<file path="src/rtl/mips_pkg.sv">
// Shared MIPS encoding constants: request op codes, primary opcodes and
// R-format funct values. The control decoder imports the same package.
package mips_pkg;

  typedef enum logic [3:0] {
    INS_ADD  = 4'd0,
    INS_SUB  = 4'd1,
    INS_AND  = 4'd2,
    INS_OR   = 4'd3,
    INS_LW   = 4'd4,
    INS_SW   = 4'd5,
    INS_ADDI = 4'd6,
    INS_ANDI = 4'd7,
    INS_BEQ  = 4'd8
  } instr_op_e;

  localparam logic [5:0] OP_RTYPE = 6'b000000;
  localparam logic [5:0] OP_LW    = 6'b100011;
  localparam logic [5:0] OP_SW    = 6'b101011;
  localparam logic [5:0] OP_ADDI  = 6'b001000;
  localparam logic [5:0] OP_ANDI  = 6'b001100;
  localparam logic [5:0] OP_BEQ   = 6'b000100;

  localparam logic [5:0] FN_ADD = 6'b100000;
  localparam logic [5:0] FN_SUB = 6'b100010;
  localparam logic [5:0] FN_AND = 6'b100100;
  localparam logic [5:0] FN_OR  = 6'b100101;

  typedef enum logic [1:0] {
    ST_IDLE,
    ST_LOAD,
    ST_RUN
  } ldr_state_e;

endpackage

</file>
<file path="src/rtl/mips_instr_encode.sv">
// Combinational encoder: symbolic op plus register/immediate fields to a
// 32-bit MIPS word. Ops outside the supported subset flag illegal.
module mips_instr_encode
  import mips_pkg::*;
(
  input  logic [3:0]  op_i,
  input  logic [4:0]  rs_i,
  input  logic [4:0]  rt_i,
  input  logic [4:0]  rd_i,
  input  logic [15:0] imm_i,
  output logic [31:0] word_o,
  output logic        illegal_o
);

  // Select R- or I-format layout from the op.
  always_comb begin
    word_o    = '0;
    illegal_o = 1'b0;
    case (op_i)
      INS_ADD:  word_o = {OP_RTYPE, rs_i, rt_i, rd_i, 5'b0, FN_ADD};
      INS_SUB:  word_o = {OP_RTYPE, rs_i, rt_i, rd_i, 5'b0, FN_SUB};
      INS_AND:  word_o = {OP_RTYPE, rs_i, rt_i, rd_i, 5'b0, FN_AND};
      INS_OR:   word_o = {OP_RTYPE, rs_i, rt_i, rd_i, 5'b0, FN_OR};
      INS_LW:   word_o = {OP_LW,   rs_i, rt_i, imm_i};
      INS_SW:   word_o = {OP_SW,   rs_i, rt_i, imm_i};
      INS_ADDI: word_o = {OP_ADDI, rs_i, rt_i, imm_i};
      INS_ANDI: word_o = {OP_ANDI, rs_i, rt_i, imm_i};
      INS_BEQ:  word_o = {OP_BEQ,  rs_i, rt_i, imm_i};
      default:  illegal_o = 1'b1;
    endcase
  end

endmodule

</file>
<file path="src/rtl/mips_program_loader.sv">
// Program loader: accepts symbolic instruction requests, writes encoded words
// to consecutive instruction-memory addresses and holds the core in reset
// until the load is finished.
module mips_program_loader
  import mips_pkg::*;
#(
  parameter int DEPTH  = 256,
  parameter int ADDR_W = $clog2(DEPTH)
) (
  input  logic              clk,
  input  logic              rst_n,
  input  logic              start,
  input  logic              finish,
  input  logic              in_valid,
  output logic              in_ready,
  input  logic [3:0]        in_op,
  input  logic [4:0]        in_rs,
  input  logic [4:0]        in_rt,
  input  logic [4:0]        in_rd,
  input  logic [15:0]       in_imm,
  output logic              imem_we,
  output logic [ADDR_W-1:0] imem_addr,
  output logic [31:0]       imem_wdata,
  output logic              cpu_rst_n,
  output logic [ADDR_W:0]   prog_len,
  output logic              err_illegal
);

  localparam logic [ADDR_W:0] LEN_FULL = DEPTH[ADDR_W:0];
  localparam logic [ADDR_W:0] LEN_ONE  = {{ADDR_W{1'b0}}, 1'b1};

  ldr_state_e        state_q, state_d;
  logic [ADDR_W:0]   len_q, len_d;
  logic              err_q, err_d;
  logic              we_q, we_d;
  logic [ADDR_W-1:0] addr_q, addr_d;
  logic [31:0]       wdata_q, wdata_d;
  logic              cpu_q, cpu_d;

  logic [31:0] enc_word;
  logic        enc_illegal;
  logic        fire;

  mips_instr_encode u_encode (
    .op_i      (in_op),
    .rs_i      (in_rs),
    .rt_i      (in_rt),
    .rd_i      (in_rd),
    .imm_i     (in_imm),
    .word_o    (enc_word),
    .illegal_o (enc_illegal)
  );

  // prog_len doubles as the write pointer; it saturates at DEPTH.
  assign in_ready = (state_q == ST_LOAD) && (len_q < LEN_FULL);
  assign fire     = in_valid && in_ready;

  // Next state, pointer/length, sticky error and write-port registers.
  always_comb begin
    state_d = state_q;
    len_d   = len_q;
    err_d   = err_q;
    we_d    = 1'b0;
    addr_d  = addr_q;
    wdata_d = wdata_q;
    case (state_q)
      ST_IDLE: if (start) state_d = ST_LOAD;
      ST_LOAD: begin
        if (start)       state_d = ST_LOAD;
        else if (finish) state_d = ST_RUN;
      end
      ST_RUN:  if (start) state_d = ST_LOAD;
      default: state_d = ST_IDLE;
    endcase
    // start restarts the load and drops any beat accepted this cycle
    if (start) begin
      len_d = '0;
      err_d = 1'b0;
    end else if (fire) begin
      if (enc_illegal) begin
        err_d = 1'b1;
      end else begin
        we_d    = 1'b1;
        addr_d  = len_q[ADDR_W-1:0];
        wdata_d = enc_word;
        len_d   = len_q + LEN_ONE;
      end
    end
    // Core leaves reset only after a full cycle in RUN, so a write issued on
    // the LOAD->RUN edge always lands before the core runs.
    cpu_d = (state_q == ST_RUN) && (state_d == ST_RUN);
  end

  // State and output registers with synchronous active-low reset.
  always_ff @(posedge clk) begin
    if (!rst_n) begin
      state_q <= ST_IDLE;
      len_q   <= '0;
      err_q   <= 1'b0;
      we_q    <= 1'b0;
      addr_q  <= '0;
      wdata_q <= '0;
      cpu_q   <= 1'b0;
    end else begin
      state_q <= state_d;
      len_q   <= len_d;
      err_q   <= err_d;
      we_q    <= we_d;
      addr_q  <= addr_d;
      wdata_q <= wdata_d;
      cpu_q   <= cpu_d;
    end
  end

  assign imem_we     = we_q;
  assign imem_addr   = addr_q;
  assign imem_wdata  = wdata_q;
  assign cpu_rst_n   = cpu_q;
  assign prog_len    = len_q;
  assign err_illegal = err_q;

endmodule

</file>
<file path="config.mk">
export PLATFORM = sky130hd
export DESIGN_NAME = mips_program_loader
export DESIGN_NICKNAME = d
export VERILOG_FILES = /design/src/rtl/mips_pkg.sv /design/src/rtl/mips_instr_encode.sv /design/src/rtl/mips_program_loader.sv
export SDC_FILE = /design/constraint.sdc
export NUM_CORES = 1
export LEC_CHECK = 0
export CORE_ASPECT_RATIO = 0.8
export CORE_UTILIZATION = 41
export DETAILED_ROUTE_END_ITERATION = 8
export PLACE_DENSITY = 0.75
export SYNTH_ARGS = -nofsm -noshare
export SYNTH_HDL_FRONTEND = slang
export SYNTH_SLANG_ARGS = --single-unit
</file>
<file path="constraint.sdc">
create_clock -name clk -period 2.4 [get_ports clk]
set_input_delay 0.6 -clock clk [delete_from_list [all_inputs] [get_ports clk]]
set_output_delay 0.6 -clock clk [all_outputs]
set_load 0.03 [all_outputs]
</file>
==> results.txt <==
Seq pwr share = 55.5%
mapped cell area = 2230 sq um
Cell Rows = 23
failing checks = design-rule violations
DRT Pass-1 Iters = 6
Max Cap Viol = 0
unrepaired setup endpoints after global routing = false
most common cell after layout, fill and taps aside = clkdlybuf4s50_1
Starting DRT DRC Count = 102
root buffer cell = clkbuf_8
core footprint = 5120 sq um
Vias/cell = 5.11
GR Overflow Total = 0
Num CTS Buffers = 5
Worst path slowest cell = dlygate4sd2_1
layout cells sized above 1 = 11.0%
vias in the first global route = 1,871
largest net degree at the start of global routing = 36
Routed WL = 5410 microns
Die ar. = 5750 sq um
Routed Antenna Nets = 0
Multi-input gate area = 1050 sq um
sequential fraction of the synthesis area = 45.7%
library cells used by synthesis = 43
FF-to-FF Start = state_q[0]
clock share of power = 30.6%
HPWL Detailed = 4020 microns
final hold slack = 0.454 ns
CP Launch Type = flop
syn_area_per_cell = 8.53 sq um
CTS Sinks = 51
Ports = 93
internal power = 1170 uW
Leak = 0.00117 uW
global-route wire length before repair = 8740 microns
fin crit period = 2.10 ns
Worst EP required = 1.80 ns
period utilization = 87.7%
Fillers = 454
Fin Setup TNS = 0 ns
net switching power = 384 uW
clock buffer depth = 2
DR WL/cell = 13.0 microns
Final Hold Viols = 0
initial antenna violation count = 0
Pins Over Slew Limit = 0
DR WL met2 = 2390 microns
Remaining DRCs = 6
met3 WL = 424 microns
CTS resizes = 1
Net Count, Synth = 303
worst reg-to-reg setup slack = 0.85 ns
Synth Warn # = 0
post-placement setup slack = 0.0773 ns
Max Used Layer = met4
register area = 1020 sq um
most frequent cells in the layout = clkdlybuf4s50_1 (90), nand2_1 (51), dfxtp_1 (51), a21oi_1 (27), nor2_1 (23)
Max VDD drop = 0.000224 V
Syn Inst Count = 262
worst r2r path cells = 6
Tot GR Track Use = 19.4%
Worst-Skew Late Latency = 0.30 ns
Gate power share = 13.9%
die width = 84.5 microns
htree depth = 2
Post-CTS Setup Inserts = 0
CTS tree = done
Die H = 68.0 microns
Clock Skews = 0.00319 ns
I/O Buffers = 91
max incr delay on CP = 0.45 ns
nets = 395
crit path DAT = 1.50 ns
FMAX = 475 MHz
CP max FO = 6
worst-path cell chain = nor3b_1 > dlygate4sd2_1
power density over the cells = 473 nW/um^2
hold buffer count at cts = 0
hold path depth = 2
Reg-to-Reg End = imem_wdata[0]
switching share of power = 24.7%
Ant. Diodes = 0
outcome = finished with violations
gp weighted congestion = 0.793
Worst Hold Launch = imem_wdata[3]
Util after Layout = 64.3%
Critical Path Sink Type = output pin
routed vias = 2,130
final worst setup slack = 0.296 ns
Synth Register Bits = 51
Synth-to-Final Area Change = 47.5%
Starting Density = 43.6%
Met1 Wirelength = 2580 microns
Hold/Removal Path Class = reg -> reg
Worst Setup Path Type = reg -> out
Worst Hold End = imem_wdata[3]
Clock Pin Slew Worst Setup and Hold Paths = 0.09 ns
final setup violation count = 0
==> metrics by stage <==
step / cell area [sq um] / std cells / power, uW
finish: 3300 / 417 / 1560
global route: 3300 / 417 / 1640
global placement: 3210 / 409 / 1100
detailed placement: 3210 / 409 / 1100
floorplan: 2230 / 262 / 988
CTS: 3300 / 417 / 1570
==> final cells by class <==
type	instances	area share, %
clock buffers	6	2.20
repair buffers	107	32.0
well taps	62	2.35
inverters	3	0.342
flip-flops and latches	51	31.0
clock inverters	2	0.380
multi-input cells	186	31.7
==> per-layer routing <==
metal | global-route usage (%) | vias to the layer above
met1 | 26.1 | 976
met3 | 6.03 | 2
met5 | 0 | -
met2 | 30.9 | 80
li1 | - | 1072
met4 | 4.45 | 0
==> power by group through the flow <==
stage	combinational [uW]	sequential [uW]	clock (uW)
after floorplan	87.5	901	0
after global placement	216	884	0
after detailed placement	217	884	0
after CTS	217	864	492
after global routing	233	866	538
final	217	864	476
==> state kept, by name, indices dropped and copies added, names as in the netlist <==
name	cells
cpu_rst_n	1
err_illegal	1
imem_addr	8
imem_wdata	29
imem_we	1
prog_len	9
state_q	2
==> synthesized netlist by cell type (all sizes together) <==
| cell type | number | area, sq um |
|---|---|---|
| o21ai | 1 | 5.00 |
| a31oi | 5 | 31.3 |
| or2 | 1 | 6.26 |
| nand4 | 1 | 6.26 |
| nor3 | 10 | 61.3 |
| conb | 1 | 3.75 |
| ha | 1 | 12.5 |
| nand4bb | 1 | 11.3 |
| o21a | 1 | 7.51 |
| nor4b | 2 | 23.8 |
| a22oi | 1 | 7.51 |
| dfxtp | 51 | 1020 |
| nand3 | 18 | 130 |
| xnor2 | 6 | 52.6 |
| buf | 14 | 126 |
| or3 | 1 | 6.26 |
| clkbuf | 8 | 30.0 |
| nand3b | 1 | 7.51 |
| inv | 3 | 11.3 |
| xor2 | 1 | 8.76 |
| nor4 | 2 | 12.5 |
| nand2 | 53 | 204 |
| nor2b | 1 | 6.26 |
| nand2b | 3 | 18.8 |
| o31a | 1 | 8.76 |
| mux2i | 2 | 20.0 |
| a32o | 1 | 10.0 |
| nor3b | 8 | 60.1 |
| nor2 | 23 | 86.3 |
| a211oi | 4 | 40.0 |
| o211ai | 1 | 7.51 |
| nand4b | 1 | 8.76 |
| a21oi | 28 | 144 |
| and3 | 6 | 37.5 |
==> cells by family (layout without fill, tap and decap cells) <==
| group | Yosys count | in the layout | share of synthesized area (%) |
|---|---|---|---|
| and+or+nand+nor | 132 | 132 | 30.7 |
| other | 1 | 1 | 0.168 |
| AOI/OAI and AO/OA | 43 | 43 | 11.7 |
| buffers and inverters | 25 | 118 | 7.50 |
| xor gates and xnor gates | 7 | 7 | 2.74 |
| DFF | 51 | 51 | 45.7 |
| adders and majority gates | 1 | 1 | 0.560 |
| muxes | 2 | 2 | 0.896 |
==> how the worst max path moves through the flow <==
stage / from / endpoint / slack, ns / cells after the start
after CTS: state_q[0] / in_ready / 0.29 / 2
after global routing: state_q[0] / in_ready / 0.15 / 2
after global placement: in_op[0] / imem_wdata[28] / 0.12 / 7
after detailed placement: in_op[0] / imem_wdata[2] / 0.08 / 7
final: state_q[0] / in_ready / 0.30 / 2
after floorplan: in_op[1] / imem_addr[1] / 0.37 / 8
==> worst max-delay path, delay by kind of cell, from the launching register on <==
kind	cells	cell delay, ns
buffers and inverters	1	0.45
flip-flops	1	0.44
AND/OR/NAND/NOR	1	0.31
(Power assumes the default switching activity.)
==> RTL change (config.mk and constraints unchanged) <==
Put one more register stage on the output `err_illegal`, with the module's reset. The value now appears one clock later. The other outputs are not delayed to match.
--- a/src/rtl/mips_program_loader.sv
+++ b/src/rtl/mips_program_loader.sv
@@ -118,5 +118,11 @@
   assign cpu_rst_n   = cpu_q;
   assign prog_len    = len_q;
-  assign err_illegal = err_q;
+  always_ff @(posedge clk) begin
+    if (!rst_n) begin
+      err_illegal <= '0;
+    end else begin
+      err_illegal <= err_q;
+    end
+  end
 
 endmodule
Function: changed (Yosys sat finds a counterexample within 4 cycles, from zero or initial values and one cycle with rst_n low).
==> RTL change against the original RTL <==
Critical path depth shrank 1. Power grew 1.4%. Clock skew grew 0.0018 ns. Setup slack gained 0.018 ns. Routed wire length grew 1.9%. Design area grew 0.23%. Non-clock buffer count shrank 3. Area after synthesis grew 1.2%. Sequential share of layout area grew 0.54 points. Sequential cell count grew 1. Utilization shrank 0.21 points. Via count shrank 1.3%. Synthesized cell count grew 0.76%. Critical endpoint is now prog_len[0]. Largest power group unchanged.
==> RTL change: results (changes against the original RTL) <==
[run_status]
status=finished, final reports clean

[placement]
dpl-instance-area_sq_um=3220  ; +0.12%
routabilityCongestion=0.852  ; +7.5%

[setup_path]
r2r_start=state_q[1]
max_stage_delay_ns=0.72  ; +0.27 ns
crit_end=prog_len[0]
crit_path_top_delay_cell=clkdlybuf4s50_1

[finish]
n_clock_buffer=7  ; +1
drive_above_1_share_pct=9.89  ; -1.1 points
clk_share_pct=2.58  ; -0.0059 points
multi_input_area_share_pct=31.9  ; +0.12 points
buffer_area_share_pct=31.4  ; -0.64 points
buffers=104  ; -2.8%
n_fill_cell=460  ; +1.3%
nets=394  ; -0.25%
seq_cells=52  ; +2.0%

[detailed_routing]
first_pass_iters=4  ; -2
dr_wl_met3_um=425  ; +0.24%
detail_route.wl_per_cell_um=13.3  ; +2.2%
dr_total_vias=2102  ; -1.3%
routed_wl_mm=5.51  ; +1.9%
wl_met2_mm=2.35  ; -1.7%

[grt]
grt_pass1_wl_mm=8.63  ; -1.2%
grt_pass1_vias=1829  ; -2.2%
grt_max_degree=39  ; +8.3%

[synthesis]
syn_nets=305  ; +0.66%
ys_types=44  ; +2.3%
synthDominantCellAreaShare_pct=46.0  ; +0.35 points
synthTopCellsByArea=dfxtp_1, nand2_1, a21oi_1

[sta]
finalClockSkew_ns=0.00500  ; +0.00181 ns
finalWorstSetupSlack_ns=0.315  ; +0.0182 ns

[pwr]
ir_drop_mv=0.306  ; +37%

[floorplan]
die_width_um=85.0  ; +0.57%

-- RTL change: how the worst min path moves through the flow --
| stage | startpoint | to | slack, ns | cells past startpoint |
|---|---|---|---|---|
| 5_1_grt | imem_wdata[19] | imem_wdata[19] | 0.47 | 2 |
| 3_5_place_dp | imem_wdata[25] | imem_wdata[25] | 0.45 | 2 |
| 6_report | imem_wdata[29] | imem_wdata[29] | 0.46 | 2 |
| 4_1_cts | imem_wdata[25] | imem_wdata[25] | 0.46 | 2 |
| 2_1_floorplan | err_q | err_q | 0.43 | 2 |
| 3_3_place_gp | imem_wdata[8] | imem_wdata[8] | 0.44 | 2 |
-- RTL change: where the power goes --
part           internal [mW]  switching [mW]  leakage [nW]
logic                  0.110           0.104         0.711
registers              0.873         0.00745         0.420
clock network          0.209           0.275        0.0424
total                   1.19           0.386          1.17
-- RTL change: logic make-up after synthesis --
family,share of synthesized area [%]
compound gates,11.6
flops,46.0
fa+ha+maj,0.553
mux,0.885
simple gates,30.7
buf+inv,7.42
other cells,0.166
xor+xnor,2.71
